`src/rtl/lcd_pkg.sv`:
```
// Shared constants, busy-time defaults and FSM state type for the HD44780-style panel responder.
package lcd_pkg;

    localparam logic [7:0] CMD_CLEAR     = 8'h01;
    localparam logic [7:0] CMD_HOME_MASK = 8'hFE;
    localparam logic [7:0] CMD_HOME      = 8'h02;
    localparam int         SET_DDRAM_BIT = 7;

    localparam int DEF_BUSY_CYCLES      = 2000;
    localparam int DEF_BUSY_LONG_CYCLES = 82000;
    localparam int DEF_BUSY_W           = 17;
    localparam int DEF_SYNC_STAGES      = 2;

    typedef enum logic [1:0] {
        IDLE   = 2'd0,
        STROBE = 2'd1,
        COMMIT = 2'd2
    } resp_state_t;

    // Clear and return-home both take the long execution time and zero the address counter.
    function automatic logic is_long_cmd(input logic [7:0] cmd);
        return (cmd == CMD_CLEAR) || ((cmd & CMD_HOME_MASK) == CMD_HOME);
    endfunction

endpackage

```
`src/rtl/lcd_sync.sv`:
```
// Multi-flop synchronizer for a bundle of asynchronous bus inputs (STAGES >= 2).
module lcd_sync #(
    parameter int WIDTH  = 7,
    parameter int STAGES = 2
) (
    input  logic             i_clk,
    input  logic             i_srst,
    input  logic [WIDTH-1:0] i_d,
    output logic [WIDTH-1:0] o_q
);

    logic [STAGES*WIDTH-1:0] r_chain;

    always_ff @(posedge i_clk) begin
        if (i_srst) begin
            r_chain <= '0;
        end else begin
            r_chain <= {r_chain[(STAGES-1)*WIDTH-1:0], i_d};
        end
    end

    assign o_q = r_chain[STAGES*WIDTH-1 -: WIDTH];

endmodule

```
`src/rtl/lcd_responder.sv`:
```
// Device-side HD44780 panel model: reassembles host nibbles, tracks AC and busy time, answers status reads.
// Optional LCD_RESPONDER_OVERRUN_EN adds a sticky 'overrun' output for bytes arriving while busy.
module lcd_responder
    import lcd_pkg::*;
#(
    parameter int BUSY_CYCLES      = DEF_BUSY_CYCLES,
    parameter int BUSY_LONG_CYCLES = DEF_BUSY_LONG_CYCLES,
    parameter int BUSY_W           = DEF_BUSY_W,
    parameter int SYNC_STAGES      = DEF_SYNC_STAGES
) (
    input  logic       CLK,
    input  logic       RESET,
    input  logic       LCD_E,
    input  logic       LCD_RS,
    input  logic       LCD_RW,
    input  logic [3:0] LCD_D_IN,
    output logic [3:0] LCD_D_OUT,
    output logic       LCD_D_OE,
    input  logic       mode4bit,
    output logic [7:0] rx_byte,
    output logic       rx_rs,
    output logic       rx_valid,
    output logic       busy,
`ifdef LCD_RESPONDER_OVERRUN_EN
    output logic       overrun,
`endif
    output logic [6:0] addr_counter
);

    logic [6:0] w_sync;
    logic       w_e;
    logic       w_rs;
    logic       w_rw;
    logic [3:0] w_d;

    lcd_sync #(
        .WIDTH (7),
        .STAGES(SYNC_STAGES)
    ) u_sync (
        .i_clk (CLK),
        .i_srst(RESET),
        .i_d   ({LCD_E, LCD_RS, LCD_RW, LCD_D_IN}),
        .o_q   (w_sync)
    );

    assign w_e  = w_sync[6];
    assign w_rs = w_sync[5];
    assign w_rw = w_sync[4];
    assign w_d  = w_sync[3:0];

    logic r_e_d;
    logic w_e_rise;
    logic w_e_fall;

    assign w_e_rise = w_e & ~r_e_d;
    assign w_e_fall = ~w_e & r_e_d;

    resp_state_t r_state;
    resp_state_t w_state_next;

    logic              r_rw_cap;
    logic              r_rs_cap;
    logic              r_last_dir;
    logic              r_phase;
    logic [3:0]        r_hi;
    logic [3:0]        r_d_lat;
    logic [3:0]        r_rd_nib;
    logic [6:0]        r_ac;
    logic [BUSY_W-1:0] r_busy_cnt;
    logic [7:0]        r_rx_byte;
    logic              r_rx_rs;
    logic              r_rx_valid;

    logic w_rise_accept;
    logic w_fall_write;
    logic w_commit;
    logic w_drive;

    always_ff @(posedge CLK) begin
        if (RESET) begin
            r_state <= IDLE;
        end else begin
            r_state <= w_state_next;
        end
    end

    always_comb begin
        w_state_next = r_state;
        case (r_state)
            IDLE:    if (w_e_rise) w_state_next = STROBE;
            STROBE:  if (w_e_fall) w_state_next = r_rw_cap ? IDLE : COMMIT;
            COMMIT:  w_state_next = IDLE;
            default: w_state_next = IDLE;
        endcase
    end

    always_comb begin
        w_rise_accept = (r_state == IDLE) && w_e_rise;
        w_fall_write  = (r_state == STROBE) && w_e_fall && !r_rw_cap;
        w_commit      = (r_state == COMMIT);
        w_drive       = (r_state == STROBE) && r_rw_cap;
    end

    // A pending high nibble only pairs with a nibble of the same direction; otherwise restart the pair.
    logic w_eff_phase;
    assign w_eff_phase = mode4bit & r_phase & (w_rw == r_last_dir);

    logic       w_byte_done;
    logic [7:0] w_byte;
    logic       w_phase_next;

    always_comb begin
        w_byte_done = 1'b0;
        w_byte      = {r_d_lat, 4'h0};
        if (w_commit) begin
            if (mode4bit && r_phase) begin
                w_byte_done = 1'b1;
                w_byte      = {r_hi, r_d_lat};
            end else if (!mode4bit) begin
                w_byte_done = 1'b1;
            end
        end
    end

    always_comb begin
        w_phase_next = r_phase;
        if (w_rise_accept) begin
            w_phase_next = w_rw ? (mode4bit & ~w_eff_phase) : w_eff_phase;
        end else if (w_commit && mode4bit) begin
            w_phase_next = ~r_phase;
        end
        if (!mode4bit) begin
            w_phase_next = 1'b0;
        end
    end

    logic [6:0]        w_ac_next;
    logic [BUSY_W-1:0] w_busy_load;

    always_comb begin
        w_ac_next   = r_ac;
        w_busy_load = BUSY_W'(BUSY_CYCLES);
        if (r_rs_cap) begin
            w_ac_next = r_ac + 7'd1;
        end else if (is_long_cmd(w_byte)) begin
            w_ac_next   = 7'd0;
            w_busy_load = BUSY_W'(BUSY_LONG_CYCLES);
        end else if (w_byte[SET_DDRAM_BIT]) begin
            w_ac_next = w_byte[6:0];
        end
    end

    logic [3:0] w_rd_nib;
    assign w_rd_nib = w_rs        ? 4'h0 :
                      w_eff_phase ? r_ac[3:0] : {busy, r_ac[6:4]};

    always_ff @(posedge CLK) begin
        if (RESET) begin
            r_e_d      <= 1'b0;
            r_rw_cap   <= 1'b0;
            r_rs_cap   <= 1'b0;
            r_last_dir <= 1'b0;
            r_phase    <= 1'b0;
            r_hi       <= 4'h0;
            r_d_lat    <= 4'h0;
            r_rd_nib   <= 4'h0;
            r_ac       <= 7'd0;
            r_busy_cnt <= '0;
            r_rx_byte  <= 8'h00;
            r_rx_rs    <= 1'b0;
            r_rx_valid <= 1'b0;
        end else begin
            r_e_d      <= w_e;
            r_phase    <= w_phase_next;
            r_rx_valid <= w_byte_done;
            if (w_rise_accept) begin
                r_rw_cap   <= w_rw;
                r_rs_cap   <= w_rs;
                r_last_dir <= w_rw;
                r_rd_nib   <= w_rd_nib;
            end
            if (w_fall_write) begin
                r_d_lat <= w_d;
            end
            if (w_commit && mode4bit && !r_phase) begin
                r_hi <= r_d_lat;
            end
            if (w_byte_done) begin
                r_rx_byte  <= w_byte;
                r_rx_rs    <= r_rs_cap;
                r_ac       <= w_ac_next;
                r_busy_cnt <= w_busy_load;
            end else if (r_busy_cnt != '0) begin
                r_busy_cnt <= r_busy_cnt - BUSY_W'(1);
            end
        end
    end

`ifdef LCD_RESPONDER_OVERRUN_EN
    logic r_overrun;

    always_ff @(posedge CLK) begin
        if (RESET) begin
            r_overrun <= 1'b0;
        end else if (w_byte_done && busy) begin
            r_overrun <= 1'b1;
        end
    end

    assign overrun = r_overrun;
`endif

    assign busy         = (r_busy_cnt != '0);
    assign addr_counter = r_ac;
    assign rx_byte      = r_rx_byte;
    assign rx_rs        = r_rx_rs;
    assign rx_valid     = r_rx_valid;
    assign LCD_D_OUT    = w_drive ? r_rd_nib : 4'h0;
    assign LCD_D_OE     = w_rw;

endmodule

```
`config.mk`:
```
export PLATFORM = sky130hd
export DESIGN_NAME = lcd_responder
export DESIGN_NICKNAME = d
export VERILOG_FILES = /design/src/rtl/lcd_pkg.sv /design/src/rtl/lcd_sync.sv /design/src/rtl/lcd_responder.sv
export SDC_FILE = /design/constraint.sdc
export NUM_CORES = 1
export LEC_CHECK = 0
export CORE_UTILIZATION = 53
export DETAILED_ROUTE_END_ITERATION = 8
export MAX_ROUTING_LAYER = met4
export PLACE_DENSITY = 0.77
export RECOVER_POWER = 50
export SYNTH_ARGS = -nofsm -noshare
export SYNTH_HDL_FRONTEND = slang
export SYNTH_SLANG_ARGS = --single-unit
```
`constraint.sdc`:
```
create_clock -name CLK -period 3.5 [get_ports CLK]
set_input_delay 0.7 -clock CLK [delete_from_list [all_inputs] [get_ports CLK]]
set_output_delay 0.7 -clock CLK [all_outputs]
set_load 0.1 [all_outputs]
```
Yosys cells after proc, flatten, opt, wreduce, memory -nomap -nowiden
Index checks and enable logic that the tools add are counted.
- shifts and indexed selects: 0
- multiplexer cells: 22
- reduce and logical (&&, ||, !) cells: 18
- multiply operators: 0
- $lt $le $gt $ge: 0
- div/mod/pow operators: 0
- add/subtract/negate cells: 2
- bitwise operators: 10
- equal/unequal tests: 7
- operators with widths (cell ; number):
    two-way mux 17 bit ; 4
    two-way mux 7 bit ; 3
    nonzero test 17 bit ; 1
    subtractor 17 x 1 -> 17 bit, second input constant ; 1
    two-way mux 8 bit ; 2
    two-way mux 4 bit ; 3
    == test 8 x 1 -> 1 bit, second input constant ; 1
    adder 7 x 1 -> 7 bit, second input constant ; 1
    == test 7 x 1 -> 1 bit, second input constant ; 1
    logical AND 1 bit ; 7
    two-way mux 1 bit ; 6
    two-way mux 2 bit ; 3
    bitwise AND 1 bit ; 5
    NOT 1 bit ; 5
    != test 2 bit, second input constant ; 2
    one-hot mux 2 bit (2 select lines) ; 1
    AND reduction 2 bit ; 2
    nonzero test 2 bit ; 2
    nonzero test 3 bit ; 1
    == test 2 x 1 -> 1 bit, second input constant ; 1
    == test 2 bit, second input constant ; 1
    zero test 1 bit ; 2
    zero test 2 bit ; 1
    OR reduction 2 bit ; 1
    other kinds (2) ; 2
- flip-flop bits (word level): 66
- output and inout bits: 23
- ROM bits: 0
- bits of input ports: 10
- memories kept: 0
- logic and storage cells: 73
- bits in latches: 0
- bits in writable memories: 0

Depth between registers and ports, before layout
- depth in word-level cells: 8
- gate-level depth with buffers: 10
- gate-level depth less buffers: 7

Modules after synthesis
Synthesis repeated with hierarchy kept, for this count alone.
- cells, all modules: 309
- area total of the unflattened synthesis: 2856.5 um^2
- by module, submodules not included (module ; instances ; cells each ; area each (um^2) ; seq. area each (um^2)):
    lcd_responder ; 1 ; 273 ; 2396.0 ; 1041.0
    lcd_sync ; 1 ; 36 ; 460.4 ; 280.3

Worst setup path before layout
Ideal clock, no wire load.
- path type: register -> output
- from: reg r_busy_cnt[0]
- to: out busy
- buffers on the path: 3
- stages on the path, launching flop included: 9
- required time: 2800 ps
- path slack: 867 ps
- arrival: 1933 ps
- path through: dfxtp_1 -> inv_1 -> ha_1 -> or3b_1 -> clkbuf_1 -> or3_1 -> buf_2 -> or2_0 -> buf_6
- longest elaborated chain between the ends: 1
- RTL lines (element ; RTL line ; text):
    start: declaration ; lcd_responder.sv:69 ; logic [BUSY_W-1:0] r_busy_cnt;
    start signal: assignment ; lcd_responder.sv:192 ; r_busy_cnt <= w_busy_load;
    start signal: assignment ; lcd_responder.sv:194 ; r_busy_cnt <= r_busy_cnt - BUSY_W'(1);
    nonzero test 17 bit ; lcd_responder.sv:213 ; assign busy = (r_busy_cnt != '0);
    end: declaration ; lcd_responder.sv:23 ; output logic busy,
Every way passes these cells.

Worst setup path in the final report
Ends and elaborated chain as after synthesis.

==> reports/qor.log <==
qor: layout.layout_commonest_cell dfxtp_1
qor: clock_tree.cts.sinks 66
qor: clock_tree.post-cts-setup-buffers 0
qor: die.die_area 5600 sq um
qor: setup_path.critical_path.startpoint_type register
qor: global_route.maximum_number_of_pins_on_one_net_before_global_route_repair 35
qor: pwr.vdd_drop_max 0.380 mV
qor: synthesis.synth.lib_cells_used.distinct 52
qor: detailed_routing.postRouteWirelength 5830 microns
qor: setup_path.crit-reg2reg-capture r_rd_nib[3]
qor: setup_path.worst_ep_required 2.80 ns
qor: pwr.total_leakage_power 1.19 nW
qor: clock_tree.cts_root_buf clkbuf_8
qor: clock_tree.cts_tree yes
qor: layout.drive_above_1_share 8.77%
qor: clock_tree.clk-insertion-delay-late 0.34 ns
qor: min_path.holdPathStages 1
qor: min_path.hp-start u_sync.r_chain[6]
qor: setup_path.critical_path.reg2reg.startpoint r_busy_cnt[0]
qor: clock_tree.number_of_buffers_inserted_during_clock_tree_synthesis 9
qor: die.floorplan.initialDensity 55.1%
qor: clock_tree.post_cts_hold_buffers 0
qor: global_route.globalRoute.totalOverflow 0
qor: sta.final.setup_skew 0.00699 ns
qor: detailed_routing.vias 2337
qor: synthesis.fraction_of_post_synthesis_cell_area_in_the_top_cell_type_by_area 47.0%
qor: placed_design.io_buffer_count 32
qor: placed_design.preCtsSetupSlack 0.542 ns
qor: setup_path.arrival 2.64 ns
qor: sta.finalWorstPathRequiredPeriod 3.34 ns
qor: sta.final_setup_vio_count 0
qor: layout.fill_cells 449
qor: die.die_w 74.9 microns
qor: die.core_area 5110 sq um
qor: die.top_level_ports 33
qor: sta.setup_repair_after_global_routing_missed_its_margin false
qor: sta.worst_slew_margin_rel 5.66%
qor: die.dieHeight 74.9 microns
qor: detailed_routing.drt_iter0_drc 194
qor: synthesis.sequential_cell_area_fraction_in_the_yosys_report 47.0%
qor: synthesis.number_of_enable_flip_flop_cells_after_synthesis 0
qor: sta.max_freq 300 MHz
qor: synthesis.synthCells 311
qor: setup_path.setup_crit_end_kind output port
qor: synthesis.yosysTopAreaCell dfxtp_1
qor: synthesis.synthArstFlopShare 0%
qor: layout.final_cells 412
qor: synthesis.synth_warnings 0
qor: synthesis.total_of_flip_flops_plus_latches_after_synthesis 66
qor: global_route.gr-usage-all-layers 24.2%
qor: layout.area_growth 17.7%
qor: global_route.wire_length_of_the_first_global_routing_pass 9650 microns
qor: setup_path.timing.reg2reg.setup_slack 0.98 ns
qor: sta.final.setup.tns 0 ns
qor: layout.n_antenna_cell 0
qor: sta.worstMarginPinSlew 1.42 ns
qor: clock_tree.cts.repair.resized 0
qor: setup_path.critical_path_class reg -> out
qor: clock_tree.cts_htree_levels 3
qor: setup_path.crit_fanout 8
qor: placed_design.finalWeightedCongestion 0.880
qor: synthesis.netlist_area 2810 sq um
qor: min_path.min_path_type reg -> reg
qor: die.placementRows 26
qor: layout.layout.cells.most_common_list dfxtp_1 (66), nor2_1 (43), clkdlybuf4s50_1 (21), nand2_1 (18), nor2b_1 (17)
qor: pwr.pwr_density_cell 604 nW/um^2
qor: sta.hold_viol 0
qor: run.maxCapViolations 0
qor: global_route.grt_pass1_vias 2008
qor: detailed_routing.vias_per_cell 5.67
qor: synthesis.mapped_avg_cell_area 9.05 sq um
qor: synthesis.synth.top_cells.by_area dfxtp_1 (47%), nor2_1 (5.7%), mux2i_1 (5.0%), nor2b_1 (3.8%), nand2_1 (2.4%)
qor: detailed_routing.antenna_left 0
qor: run_status.outcome finished clean
qor: detailed_routing.detail_route.drc_violations 0
qor: synthesis.synth_top_flop_cell dfxtp_1
qor: global_route.antenna_found_initial 0
qor: sta.post-route-worst-setup-slack 0.163 ns
qor: synthesis.syn_nets 323
qor: placed_design.placedCellCount 396
qor: pwr.totalPowerFinal 2.00 mW
qor: placed_design.hpwl 4040 microns
qor: clock_tree.clkTransAtPathRegs 0.06 ns
qor: sta.slew_viol_final 0
qor: setup_path.reg2reg_depth 7
qor: detailed_routing.drt-wirelength-per-cell 14.2 microns
qor: clock_tree.cts-root-to-sink-buffers 2
qor: detailed_routing.drt_pass1_iterations 4
qor: layout.num-nets-final 349
qor: min_path.worstHoldEndpoint u_sync.r_chain[13]
qor: sta.timing.final.crit_share 95.3%
per-stage QoR:
stage          cell area (sq um)  hold slack (ns)  util [%]
4_1_cts                     3330            0.442      65.2
5_1_grt                     3310            0.462      64.8
3_5_place_dp                3140            0.426      61.4
2_1_floorplan               2810            0.414         -
6_report                    3310            0.438      64.8
3_3_place_gp                3140            0.416      61.4
power breakdown:
group | switching (mW) | leakage, nW | internal [mW] | total (mW)
clock network | 0.298 | 0.0990 | 0.327 | 0.625
registers | 0.0573 | 0.538 | 0.820 | 0.877
logic | 0.287 | 0.554 | 0.209 | 0.496
flip-flops by register name, indices dropped and copies added (netlist names):
register / flops
r_hi: 4
r_state: 2
u_sync.r_chain: 14
rx_byte: 8
r_rs_cap: 1
r_phase: 1
r_last_dir: 1
rx_valid: 1
rx_rs: 1
r_e_d: 1
r_busy_cnt: 17
r_rd_nib: 4
r_d_lat: 4
addr_counter: 7
per-layer routing:
| metal | vias to the layer above | part of all wire (%) | track usage (%) |
|---|---|---|---|
| met3 | 9 | 6.4 | 6.16 |
| met4 | 0 | 1.3 | 12.2 |
| li1 | 1150 | - | - |
| met2 | 77 | 46 | 33.8 |
| met5 | - | 0 | - |
| met1 | 1101 | 46 | 32.4 |
logic make-up after synthesis:
family | count (synthesis) | synth area share [%]
AOI/OAI and AO/OA | 60 | 14.5
adders and majority gates | 2 | 0.889
buffers and inverters | 26 | 3.82
xor gates and xnor gates | 13 | 4.05
DFF | 66 | 47.0
muxes | 17 | 6.18
and+or+nand+nor | 127 | 23.7
worst max-delay path, cell delays in order, from the launching register on:
cell and delay, ns:
dfxtp_1 0.35, inv_1 0.07, ha_1 0.17, or3b_1 0.44, or3_1 0.53, or2_0 0.48
buf_12 0.27
synth_stat cells, types with 3 or more instances:
cell,count
a211oi_1,4
a21oi_1,12
a22oi_1,7
a31oi_1,3
and2_1,3
and3_1,5
clkbuf_1,13
dfxtp_1,66
inv_1,8
mux2_2,3
mux2i_1,14
nand2_1,18
nand2b_1,4
nand3_1,5
nor2_1,43
nor2b_1,17
nor3_1,10
o211ai_1,5
o21ai_0,12
or3_1,4
or4_1,4
xnor2_1,6
xor2_1,7
how the worst max path moves through the flow:
| stage | from | to | slack [ns] |
|---|---|---|---|
| floorplan | r_busy_cnt[0] | busy | 0.87 |
| global placement | r_busy_cnt[0] | busy | 0.60 |
| detailed placement | r_busy_cnt[0] | busy | 0.54 |
| CTS | r_busy_cnt[0] | busy | 0.16 |
| global route | r_busy_cnt[0] | busy | 0.03 |
| finish | r_busy_cnt[0] | busy | 0.16 |
cell type report:
class                   instances  area [sq um]  area share, %
multi-input cells             219          1390           41.8
flip-flops and latches         66          1320           39.9
repair buffers                 33           293           8.84
clock buffers                   9           124           3.74
well taps                      70          87.6           2.65
clock inverters                 7          70.1           2.12
inverters                       8          30.0          0.907
Power figures use the tool's default switching activity.
==> patch 1, RTL diff (config.mk and constraints unchanged) <==
Add an input register stage for `LCD_E`, `LCD_RS`, `LCD_RW`, `LCD_D_IN` and `mode4bit`, without a reset; this delays them by one clock.
--- a/src/rtl/lcd_responder.sv
+++ b/src/rtl/lcd_responder.sv
@@ -27,6 +27,20 @@
     output logic [6:0] addr_counter
 );
 
+    logic LCD_E_q;
+    logic LCD_RS_q;
+    logic LCD_RW_q;
+    logic [3:0] LCD_D_IN_q;
+    logic mode4bit_q;
+
+    always_ff @(posedge CLK) begin
+        LCD_E_q    <= LCD_E;
+        LCD_RS_q   <= LCD_RS;
+        LCD_RW_q   <= LCD_RW;
+        LCD_D_IN_q <= LCD_D_IN;
+        mode4bit_q <= mode4bit;
+    end
+
     logic [6:0] w_sync;
     logic       w_e;
     logic       w_rs;
@@ -39,7 +53,7 @@
     ) u_sync (
         .i_clk (CLK),
         .i_srst(RESET),
-        .i_d   ({LCD_E, LCD_RS, LCD_RW, LCD_D_IN}),
+        .i_d   ({LCD_E_q, LCD_RS_q, LCD_RW_q, LCD_D_IN_q}),
         .o_q   (w_sync)
     );
 
@@ -103,7 +117,7 @@
 
     // A pending high nibble only pairs with a nibble of the same direction; otherwise restart the pair.
     logic w_eff_phase;
-    assign w_eff_phase = mode4bit & r_phase & (w_rw == r_last_dir);
+    assign w_eff_phase = mode4bit_q & r_phase & (w_rw == r_last_dir);
 
     logic       w_byte_done;
     logic [7:0] w_byte;
@@ -113,10 +127,10 @@
         w_byte_done = 1'b0;
         w_byte      = {r_d_lat, 4'h0};
         if (w_commit) begin
-            if (mode4bit && r_phase) begin
+            if (mode4bit_q && r_phase) begin
                 w_byte_done = 1'b1;
                 w_byte      = {r_hi, r_d_lat};
-            end else if (!mode4bit) begin
+            end else if (!mode4bit_q) begin
                 w_byte_done = 1'b1;
             end
         end
@@ -125,11 +139,11 @@
     always_comb begin
         w_phase_next = r_phase;
         if (w_rise_accept) begin
-            w_phase_next = w_rw ? (mode4bit & ~w_eff_phase) : w_eff_phase;
-        end else if (w_commit && mode4bit) begin
+            w_phase_next = w_rw ? (mode4bit_q & ~w_eff_phase) : w_eff_phase;
+        end else if (w_commit && mode4bit_q) begin
             w_phase_next = ~r_phase;
         end
-        if (!mode4bit) begin
+        if (!mode4bit_q) begin
             w_phase_next = 1'b0;
         end
     end
@@ -182,7 +196,7 @@
             if (w_fall_write) begin
                 r_d_lat <= w_d;
             end
-            if (w_commit && mode4bit && !r_phase) begin
+            if (w_commit && mode4bit_q && !r_phase) begin
                 r_hi <= r_d_lat;
             end
             if (w_byte_done) begin
Function: changed (Yosys sat finds a counterexample within 4 cycles, from zero or initial values and one cycle with RESET high).
==> patch 1 against the unedited design <==
- the run now ends with capacitance limit, slew limit left
- largest cell class is now registers
- setup slack better by 0.48 ns
- critical path depth is 1 lower
- area after synthesis is 6.7% higher
- final cell count is 3.2% higher
- clock skew is 0.0032 ns higher
- sequential cell count is 8 higher
- wire length is 1.3% lower
- final area is 6.2% higher
- total power is 13% higher
==> patch 1: results <==
set metrics [dict create \
    path_clk_slew_ns 0.08 \
    synthMuxAreaShare_pct 3.793 \
    drv_slew 55 \
    gr-usage-met3_pct 6.310 \
    power_uw 2264 \
    grt_max_degree 55 \
    multi_input_area_um2 1448 \
    intPower_uw 1479 \
    outcome "finished, violations left" \
    nClkBuffers 10 \
    violations "capacitance limit, slew limit" \
    final_layout_size_suffix_gt1_share_pct 9.632 \
    fill_cells 485 \
    yosysSeqAreaShare_pct 49.35 \
    viasPerCell 5.560 \
    wl_mm 5.757 \
    synth_xor_xnor_area_share_pct 4.085 \
    ys_top_cells_by_area "dfxtp_1 49%, nor2b_1 4.4%, nor2_1 4.1%" \
    max_cap_viol_count 1 \
    synthTopCellsByCount "74 x dfxtp_1, 33 x nor2_1, 25 x nand2_1" \
    num-nonclk-inverters 4 \
    use_met2_pct 30.71 \
    drt_iter0_drc 173 \
    ff_latch_area_um2 1481 \
    place_inst 409 \
    nNetsFinal 360 \
    powerSeq_uw 1010 \
    wl_per_cell_um 13.55 \
]
## patch 1: changes by cell type in the layout (fill, tap and decap cells not counted), sizes merged, moves of 4 or more
cell           unedited run  this run
nor2                     43        33
clkdlybuf4s50            21        17
nor2b                    17        21
nor3                     10         4
mux2i                    14         8
nand2                    18        25
a21oi                    12        17
nand3                     6        10
dlygate4sd3               1         8
dfxtp                    66        74
a211oi                    5        10
nor4                      0         7
inv                       8         4
o211ai                    5         0
## patch 1: critical path, cell delays in order
cell and delay [ns]:
clkbuf_1 0.09, clkbuf_1 1.61, nor2_1 0.30, nand3_1 0.20
o22ai_1 0.09
## patch 1: final timing paths
path	startpoint	end	slack, ns	cells past startpoint
worst max-delay path	RESET	addr_counter[3]	0.64	5
worst min-delay path	LCD_D_IN_q[1]	u_sync.r_chain[1]	0.43	1
worst max register to register	r_busy_cnt[10]	r_busy_cnt[4]	1.46	5
worst min register to register	LCD_D_IN_q[1]	u_sync.r_chain[1]	0.43	1
==> patch 2, RTL diff (same flow settings) <==
Without the edit above. Change the package constant `DEF_SYNC_STAGES` from 2 to 4.
--- a/src/rtl/lcd_pkg.sv
+++ b/src/rtl/lcd_pkg.sv
@@ -9,7 +9,7 @@
     localparam int DEF_BUSY_CYCLES      = 2000;
     localparam int DEF_BUSY_LONG_CYCLES = 82000;
     localparam int DEF_BUSY_W           = 17;
-    localparam int DEF_SYNC_STAGES      = 2;
+    localparam int DEF_SYNC_STAGES      = 4;
 
     typedef enum logic [1:0] {
         IDLE   = 2'd0,
Formal check against the unedited RTL: not equivalent (a bounded check fails within 4 cycles, from zero or initial values and one cycle with RESET high).
==> patch 2 against the unedited design <==
- sequential share of layout area is 2.2 points higher
- area after synthesis is 19% higher
- sequential cell count is 14 higher
- die area is 18% higher
- wire length is 23% higher
- setup slack better by 0.49 ns
- total power is 11% higher
- final area is 15% higher
==> patch 2: results <==
set metrics [dict create \
    synthDistinctLibCells 59 \
    final_cells 474 \
    nNetsFinal 407 \
    synthArstFlopShare_pct 0 \
    grt_pass1_vias 2531 \
    grt_pass1_wl_mm 11.90 \
    netlist_instances 370 \
    root_buffer "clkbuf_8" \
    viasPerCell 5.825 \
    worst_pin_slew_ns 1.256 \
    largest_reg_flops 28 \
    regMostFlops "u_sync.r_chain" \
    outcome "finished, final reports clean" \
    path_clk_slew_ns 0.08 \
    synthTopCellsByCount "80 x dfxtp_1, 35 x nand2_1, 33 x nor2b_1" \
    dr.pass1.iters 5 \
    path_max_fanout 12 \
    final_layout_size_suffix_gt1_share_pct 8.521 \
    ys_top_cells_by_area "dfxtp_1 48%, nor2b_1 6.2%, nand2_1 3.9%" \
    place_ws_ns 0.7416 \
    skew_ns 0.01073 \
    wl_per_cell_um 15.12 \
    gp_congestion 0.9082 \
    dp_hpwl_mm 4.905 \
    peakVddDrop_uv 550.4 \
    syn_nets 382 \
    cpPeakStageDelay_ns 0.47 \
    cp_slowest_cell "nor4_1" \
    drt_iter0_drc 234 \
    grtUsageTotal_pct 24.54 \
    place_inst 459 \
    leakagePower_uw 0.001385 \
    grt_max_degree 66 \
    clkLatencyLatePin_ns 0.36 \
]
## patch 2: cell types whose count changed after synthesis, moves of 5 or more
cell	before	now
clkbuf_1	13	18
a21oi_1	12	19
dfxtp_1	66	80
mux2i_1	14	6
nor2b_1	17	33
nor2_1	43	29
o21ai_1	0	11
nand4_1	0	5
nand3_1	5	10
nand2_1	18	35
## patch 2: final cells by class
type | count | area (um^2)
clock buffers | 9 | 123.9
clock inverters | 6 | 45.04
fillers | 528 | 2186
inverters | 7 | 26.28
multi-input cells | 263 | 1635
flip-flops and latches | 80 | 1602
well taps | 75 | 93.84
repair buffers | 34 | 279.0
## patch 2: logic make-up after synthesis
family	synth area share, %
compound gates	17.15
mux	3.146
flops	47.94
simple gates	26.07
buf+inv	3.108
xor+xnor	1.835
fa+ha+maj	0.7489
## patch 2: worst paths after layout
kind | endpoint | start | depth (start not counted) | slack [ns]
worst min-delay path | u_sync.r_chain[24] | u_sync.r_chain[17] | 1 | 0.44
worst max-delay path | busy | r_busy_cnt[11] | 4 | 0.66
worst max register to register | r_busy_cnt[12] | r_busy_cnt[3] | 5 | 1.53
worst min register to register | u_sync.r_chain[24] | u_sync.r_chain[17] | 1 | 0.44
## patch 2: report_power, final
group          leakage [uW]  switching, uW  total [uW]  internal [uW]
registers          0.000651           73.4        1060            983
clock network     0.0000777            340         595            255
logic              0.000656            355         573            218
## patch 2: metal layers
layer / GRT usage [%] / up-vias / share of wire (%)
li1: - / 1369 / -
met1: 31.00 / 1289 / 45
met2: 37.75 / 91 / 47
met3: 4.944 / 12 / 5.7
met4: 10.71 / 0 / 1.7
met5: - / - / 0
## patch 2: metrics by stage
stage / total power (uW) / instance area, um^2
floorplan: 1516 / 3341
global placement: 1626 / 3657
detailed placement: 1644 / 3657
CTS: 2234 / 3826
global route: 2345 / 3805
finish: 2225 / 3805
